**config.mk**
```make
export PLATFORM = sky130hd
export DESIGN_NAME = riscv_serial_divider
export DESIGN_NICKNAME = d
export VERILOG_FILES = /design/src/rtl/riscv_serial_divider.sv
export SDC_FILE = /design/constraint.sdc
export NUM_CORES = 1
export LEC_CHECK = 0
export ABC_CLOCK_PERIOD_IN_PS = 4900
export BUFFER_PORTS_ARGS = -buffer_cell sky130_fd_sc_hd__buf_4
export CAP_MARGIN = 15
export CORE_MARGIN = 2
export CORE_UTILIZATION = 65
export CTS_CLUSTER_DIAMETER = 30
export DETAILED_ROUTE_END_ITERATION = 6
export PLACE_DENSITY = 0.9
export SYNTH_ARGS = -nofsm -noshare
export SYNTH_HDL_FRONTEND = slang
export SYNTH_SLANG_ARGS = --single-unit
export TNS_END_PERCENT = 5
```
**constraint.sdc**
```tcl
create_clock -name clk -period 4.9 [get_ports clk]
set_input_delay 0.735 -clock clk [delete_from_list [all_inputs] [get_ports clk]]
set_output_delay 0.735 -clock clk [all_outputs]
set_load 0.05 [all_outputs]
```
**src/rtl/riscv_serial_divider.sv**
```systemverilog
// ============================================================================
//  Module      : riscv_serial_divider
//  Description : Multi-cycle radix-2 restoring divider for RV32M
//                DIV / DIVU / REM / REMU. One quotient bit per cycle; a
//                result is returned through a valid/ready handshake.
//  Revision    : 1.0 - initial release
// ----------------------------------------------------------------------------
//  Ports
//    clk          in   1      core clock
//    rst          in   1      synchronous reset, active-high
//    enable_i     in   1      request a divide op this cycle
//    operator_i   in   7      ALU opcode; bit0 = signed, bit1 = remainder
//    op_a_i       in   WIDTH  dividend
//    op_b_i       in   WIDTH  divisor
//    flush_i      in   1      abort any op in flight
//    ready_o      out  1      idle; op accepted when enable_i & ready_o
//    valid_o      out  1      result_o is valid
//    ex_ready_i   in   1      result consumed when valid_o & ex_ready_i
//    result_o     out  WIDTH  quotient or remainder
//  Configuration macro
//    SERIAL_DIV_FAST_ZERO_EN : a zero divisor skips the iterations and goes
//                              straight to FINISH (valid one cycle later).
// ============================================================================
`default_nettype none

module riscv_serial_divider #(
    parameter int WIDTH = 32,
    parameter int CNT_W = 5
) (
    input  logic             clk,
    input  logic             rst,
    input  logic             enable_i,
    input  logic [6:0]       operator_i,
    input  logic [WIDTH-1:0] op_a_i,
    input  logic [WIDTH-1:0] op_b_i,
    input  logic             flush_i,
    output logic             ready_o,
    output logic             valid_o,
    input  logic             ex_ready_i,
    output logic [WIDTH-1:0] result_o
);

    // Divide opcodes share the upper five bits; the low two bits select
    // signedness (bit0) and quotient/remainder (bit1).
    localparam logic [6:0]       C_ALU_DIVU = 7'b0110000;
    localparam logic [WIDTH-1:0] C_ONE      = {{(WIDTH-1){1'b0}}, 1'b1};
    localparam logic [CNT_W-1:0] C_CNT_ONE  = {{(CNT_W-1){1'b0}}, 1'b1};
    localparam logic [CNT_W-1:0] C_CNT_LOAD = CNT_W'(WIDTH - 1);

    typedef enum logic [1:0] {
        S_IDLE   = 2'd0,
        S_DIVIDE = 2'd1,
        S_FINISH = 2'd2
    } state_t;

    state_t             r_state;
    logic [CNT_W-1:0]   r_cnt;
    logic [WIDTH-1:0]   r_rem;      // partial remainder (low WIDTH bits)
    logic [WIDTH-1:0]   r_quot;     // dividend shifts out, quotient shifts in
    logic [WIDTH-1:0]   r_div;      // |divisor|
    logic               r_neg_q;
    logic               r_neg_r;
    logic               r_is_rem;
    logic               r_div_zero;
    logic               r_ready;
    logic               r_valid;
    logic [WIDTH-1:0]   r_result;

    logic               w_op_is_div;
    logic               w_accept;
    logic               w_sign_a;
    logic               w_sign_b;
    logic [WIDTH-1:0]   w_abs_a;
    logic [WIDTH-1:0]   w_abs_b;
    logic               w_b_zero;
    logic               w_fast_zero;
    logic [WIDTH:0]     w_shift;
    logic [WIDTH:0]     w_diff;
    logic               w_q_bit;
    logic [WIDTH-1:0]   w_quot_fin;
    logic [WIDTH-1:0]   w_rem_fin;

    assign w_op_is_div = (operator_i[6:2] == C_ALU_DIVU[6:2]);
    assign w_accept    = (r_state == S_IDLE) && enable_i && !flush_i && w_op_is_div;

    assign w_sign_a = operator_i[0] & op_a_i[WIDTH-1];
    assign w_sign_b = operator_i[0] & op_b_i[WIDTH-1];
    assign w_abs_a  = w_sign_a ? (~op_a_i + C_ONE) : op_a_i;
    assign w_abs_b  = w_sign_b ? (~op_b_i + C_ONE) : op_b_i;
    assign w_b_zero = (op_b_i == '0);

`ifdef SERIAL_DIV_FAST_ZERO_EN
    assign w_fast_zero = w_b_zero;
`else
    assign w_fast_zero = 1'b0;
`endif

    // One restoring step: shift the next dividend bit into the WIDTH+1 bit
    // partial remainder and keep the difference if it did not go negative.
    assign w_shift = {r_rem, r_quot[WIDTH-1]};
    assign w_diff  = w_shift - {1'b0, r_div};
    assign w_q_bit = ~w_diff[WIDTH];

    // Divide-by-zero forces an all-ones quotient so the sign fix-up cannot
    // disturb it. The remainder path already yields |a|, and negating by
    // sign_a restores the raw dividend. The signed-overflow case falls out
    // naturally because -0x80000000 wraps back to 0x80000000.
    assign w_quot_fin = r_div_zero ? {WIDTH{1'b1}} :
                        (r_neg_q ? (~r_quot + C_ONE) : r_quot);
    assign w_rem_fin  = r_neg_r ? (~r_rem + C_ONE) : r_rem;

    always_ff @(posedge clk) begin
        if (rst) begin
            r_state    <= S_IDLE;
            r_cnt      <= '0;
            r_rem      <= '0;
            r_quot     <= '0;
            r_div      <= '0;
            r_neg_q    <= 1'b0;
            r_neg_r    <= 1'b0;
            r_is_rem   <= 1'b0;
            r_div_zero <= 1'b0;
            r_ready    <= 1'b1;
            r_valid    <= 1'b0;
            r_result   <= '0;
        end else if (flush_i) begin
            r_state <= S_IDLE;
            r_cnt   <= '0;
            r_ready <= 1'b1;
            r_valid <= 1'b0;
        end else begin
            case (r_state)
                S_IDLE: begin
                    if (w_accept) begin
                        r_quot     <= w_abs_a;
                        r_div      <= w_abs_b;
                        // The fast zero path skips the iterations, so seed
                        // the remainder with what they would have produced.
                        r_rem      <= w_fast_zero ? w_abs_a : '0;
                        r_neg_q    <= w_sign_a ^ w_sign_b;
                        r_neg_r    <= w_sign_a;
                        r_is_rem   <= operator_i[1];
                        r_div_zero <= w_b_zero;
                        r_cnt      <= C_CNT_LOAD;
                        r_ready    <= 1'b0;
                        r_state    <= w_fast_zero ? S_FINISH : S_DIVIDE;
                    end
                end
                S_DIVIDE: begin
                    r_rem  <= w_q_bit ? w_diff[WIDTH-1:0] : w_shift[WIDTH-1:0];
                    r_quot <= {r_quot[WIDTH-2:0], w_q_bit};
                    r_cnt  <= r_cnt - C_CNT_ONE;
                    if (r_cnt == '0) begin
                        r_state <= S_FINISH;
                    end
                end
                S_FINISH: begin
                    // First FINISH cycle registers the corrected result;
                    // afterwards hold it until downstream takes it.
                    if (!r_valid) begin
                        r_valid  <= 1'b1;
                        r_result <= r_is_rem ? w_rem_fin : w_quot_fin;
                    end else if (ex_ready_i) begin
                        r_valid <= 1'b0;
                        r_ready <= 1'b1;
                        r_state <= S_IDLE;
                    end
                end
                default: begin
                    r_state <= S_IDLE;
                    r_ready <= 1'b1;
                    r_valid <= 1'b0;
                end
            endcase
        end
    end

    assign ready_o  = r_ready;
    assign valid_o  = r_valid;
    assign result_o = r_result;

endmodule

`default_nettype wire

```
==> results.py <==
metrics = {
    "status": {
        "status": "complete, no violations",
    },
    "yosys": {
        "synth_seq_area_share_pct": 28.03,
        "synth_top_area_share_pct": 28.03,
        "yosys-top-cells-area": "dfxtp_1, xor2_1, a21oi_1",
        "syn_nets": 1432,
        "synthCells": 1317,
        "synthesis.area_um2": 10070,
        "synth.distinct_cells": 71,
        "synth_top_area_cell": "dfxtp_1",
        "ys_ff_latch": 141,
        "synth_flop_cell": "dfxtp_1",
        "yosysWarnings": 0,
        "synth_edf_count": 0,
        "synth-async-reset-ratio_pct": 0,
        "syn_area_per_cell_um2": 7.647,
    },
    "route": {
        "wirelength_mm": 29.29,
        "routed_via_density": 6.594,
        "drt_iter0_markers": 1324,
        "vias": 10400,
        "firstDrtPassIters": 6,
        "drt-wirelength-per-cell_um": 18.57,
        "drc": 0,
        "ant_nets": 0,
    },
    "critical_path": {
        "crit_arrival_ns": 4.29,
        "path_delay_family": "compound AO/OA/AOI/OAI gates",
        "worst_path_most_repeated_cell": "o21ai_1",
        "start_kind": "register",
        "cp_cell_sequence": "inv_1, fa_1, nand2b_1, a21oi_1, o21ai_1, a31oi_2, a2111oi_1, o31ai_1, xor2_4, buf_4, mux2i_1, o21ai_1",
        "slowest_stage": "o31ai_1",
        "critPathBufInv": 2,
        "worst-r2r-setup-slack_ns": 0.92,
        "slowest_delay_ns": 0.55,
        "crit_type": "register to register",
        "required_ns": 5.21,
        "cp-end-kind": "register",
        "crit_fanout": 28,
    },
    "placement": {
        "gp_congestion": 0.9822,
        "pre_cts_slack_ns": 1.032,
        "port_buffers": 109,
        "dp_hpwl_mm": 21.14,
        "dpl_cell_area_um2": 10910,
    },
    "global_route": {
        "grt-ovfl-total": 0,
        "grt_pass1_wl_mm": 46.13,
        "grt_pass1_vias": 9212,
        "grt_max_degree": 59,
        "track_usage_pct": 34.98,
        "antenna_found_initial": 0,
    },
    "pwr": {
        "p_switching_mw": 0.7168,
        "seqPwrFrac_pct": 40.0,
        "power-per-cell-area_nw_per_um2": 249.0,
        "power.total_mw": 2.879,
        "combinationalPowerShare_pct": 11.6,
        "p_leak_nw": 4.754,
        "switching_share_pct": 24.89,
        "peakVddDrop_mv": 0.2271,
        "clkPwrFrac_pct": 48.4,
        "p_int_mw": 2.163,
    },
    "cts": {
        "cts_made_buffers": 17,
        "htree_levels": 4,
        "clk_pin_slew_ns": 0.06,
        "clockRootBuffer": "clkbuf_16",
        "clk_latency_ns": 0.43,
        "postCtsSetupBuffers": 0,
        "cts_resized": 0,
        "cts_hold_buf": 0,
        "cts_sinks": 141,
        "cts_tree": "yes",
        "clock_path_buffers": 2,
    },
    "final_layout": {
        "drive_gt1_share_pct": 12.17,
        "final_core_util_pct": 76.34,
        "antenna_cells": 0,
        "postLayoutCellArea_um2": 11560,
        "nets": 1491,
        "area_growth_pct": 14.81,
    },
    "timing": {
        "rsz0062_at_grt": "no",
        "hold_viol": 0,
        "min_period_over_period_pct": 81.15,
        "fmax_mhz": 251.5,
        "worstMarginPinSlew_ns": 1.076,
        "finClkSkew_ns": 0.008645,
        "fin_ws_ns": 0.9238,
        "finalSetupViolCount": 0,
        "period_needed_ns": 3.976,
        "finalMaxSlewViolations": 0,
        "relSlewSlack_pct": 28.23,
        "setup_tns_ns": 0,
    },
    "die": {
        "dieWidth_um": 128.5,
        "dieArea_um2": 16510,
        "die_h_um": 128.5,
        "num_io_pins": 110,
        "row_count": 45,
        "core-area_um2": 15150,
        "start_util_pct": 66.49,
    },
    "min_path": {
        "hold_path.class": "register to register",
    },
    "flow_run": {
        "max_cap_viol_count": 0,
    },
}
==> layout make-up <==
cell class	instances	area, um2
Clock buffer	19	442.9
Clock inverter	13	186.4
Fill cell	1083	3583
Inverter	54	202.7
Multi-Input combinational cell	1045	6782
Sequential cell	141	2823
Tap cell	188	235.2
Timing Repair Buffer	117	890.9
==> per-stage QoR <==
step | hold slack, ns | std cells
after floorplan | 0.4319 | 1317
after global placement | 0.4404 | 1544
after detailed placement | 0.4512 | 1544
after CTS | 0.4599 | 1576
after global routing | 0.4901 | 1577
final | 0.4614 | 1577
==> worst reg2reg max path: cells and delay by family (launching register included) <==
| kind | cells | cell delay [ns] |
|---|---|---|
| AO/OA/AOI/OAI | 6 | 1.53 |
| XOR/XNOR | 1 | 0.36 |
| adder cells (fa/ha/maj) | 1 | 0.45 |
| buffers and inverters | 2 | 0.61 |
| flip-flops | 1 | 0.40 |
| multiplexers | 1 | 0.28 |
| AND/OR/NAND/NOR | 1 | 0.22 |
==> logic make-up (layout without fill, tap and decap cells) <==
logic type,after synthesis,count (layout),synth area share [%]
AND/OR/NAND/NOR,427,427,20.41
AO/OA/AOI/OAI,414,414,26.96
flip-flops,141,141,28.03
XOR/XNOR,136,136,11.83
buffers and inverters,131,203,4.970
adder cells (fa/ha/maj),39,39,4.920
multiplexers,29,29,2.882
==> placed cells by master, fill, tap and decap left out, types with 5 or more instances in the layout <==
cell type / instances
nor2_1: 147
dfxtp_1: 141
nand2_1: 126
a21oi_1: 125
buf_4: 116
xor2_1: 90
inv_1: 54
o21ai_0: 49
a211oi_1: 46
xnor2_1: 45
ha_1: 38
o21ai_1: 34
mux2i_1: 29
o31ai_1: 27
nand3_1: 23
a221oi_1: 22
nor3_1: 17
o211ai_1: 17
clkbuf_16: 17
o41ai_1: 15
nor4_1: 14
nand2b_1: 14
or3_1: 13
or4_1: 12
nor2b_1: 11
a31oi_1: 11
a22o_1: 11
a21o_1: 10
nand4_1: 9
and3_1: 9
and2_1: 8
a311oi_1: 7
a22oi_1: 7
o21a_1: 5
==> Yosys cell counts, drive strengths merged (7+ instances only) <==
master  number
a21o        10
o41ai       17
o211ai      17
mux2i       29
nand3       24
nor3        18
inv         54
o31ai       28
and2         8
o21ai       84
a22oi        7
xor2        91
or4         15
a211oi      46
clkbuf      65
a31oi       12
a21oi      125
or3         14
a22o        11
a311oi       7
a221oi      22
xnor2       45
and3         9
nor2b       11
nor2       148
dfxtp      141
nor4        18
nand4        9
nand2b      15
nand2      126
buf         12
ha          38
==> per-layer routing <==
metal | share of wire (%) | vias to the layer above | global-route usage (%)
met5 | 0 | - | 0
met4 | 3.5 | 0 | 12.86
met3 | 8.9 | 91 | 6.985
met2 | 45 | 575 | 55.76
met1 | 43 | 4818 | 47.16
li1 | - | 4914 | -
==> path summary, 6_finish.rpt <==
| path | start | cells after the start | end |
|---|---|---|---|
| max | r_rem[0] | 12 | r_rem[17] |
| min | r_div[0] | 2 | r_div[0] |
| max reg2reg | r_rem[0] | 12 | r_rem[17] |
| min reg2reg | r_div[0] | 2 | r_div[0] |
==> registers in the layout, summed over array words and instances, names as in the netlist <==
signal / count
r_cnt: 5
result_o: 32
valid_o: 1
r_quot: 32
r_div: 32
ready_o: 1
r_div_zero: 1
r_rem: 32
r_neg_q: 1
r_neg_r: 1
r_state: 2
r_is_rem: 1
==> power by group through the flow <==
stage / clock network, mW / registers [mW] / logic, mW
CTS: 1.39 / 1.15 / 0.326
floorplan: 0 / 1.18 / 0.211
global placement: 0 / 1.18 / 0.318
global route: 1.44 / 1.15 / 0.360
finish: 1.39 / 1.15 / 0.333
detailed placement: 0 / 1.18 / 0.323
(Power assumes the default switching activity.)
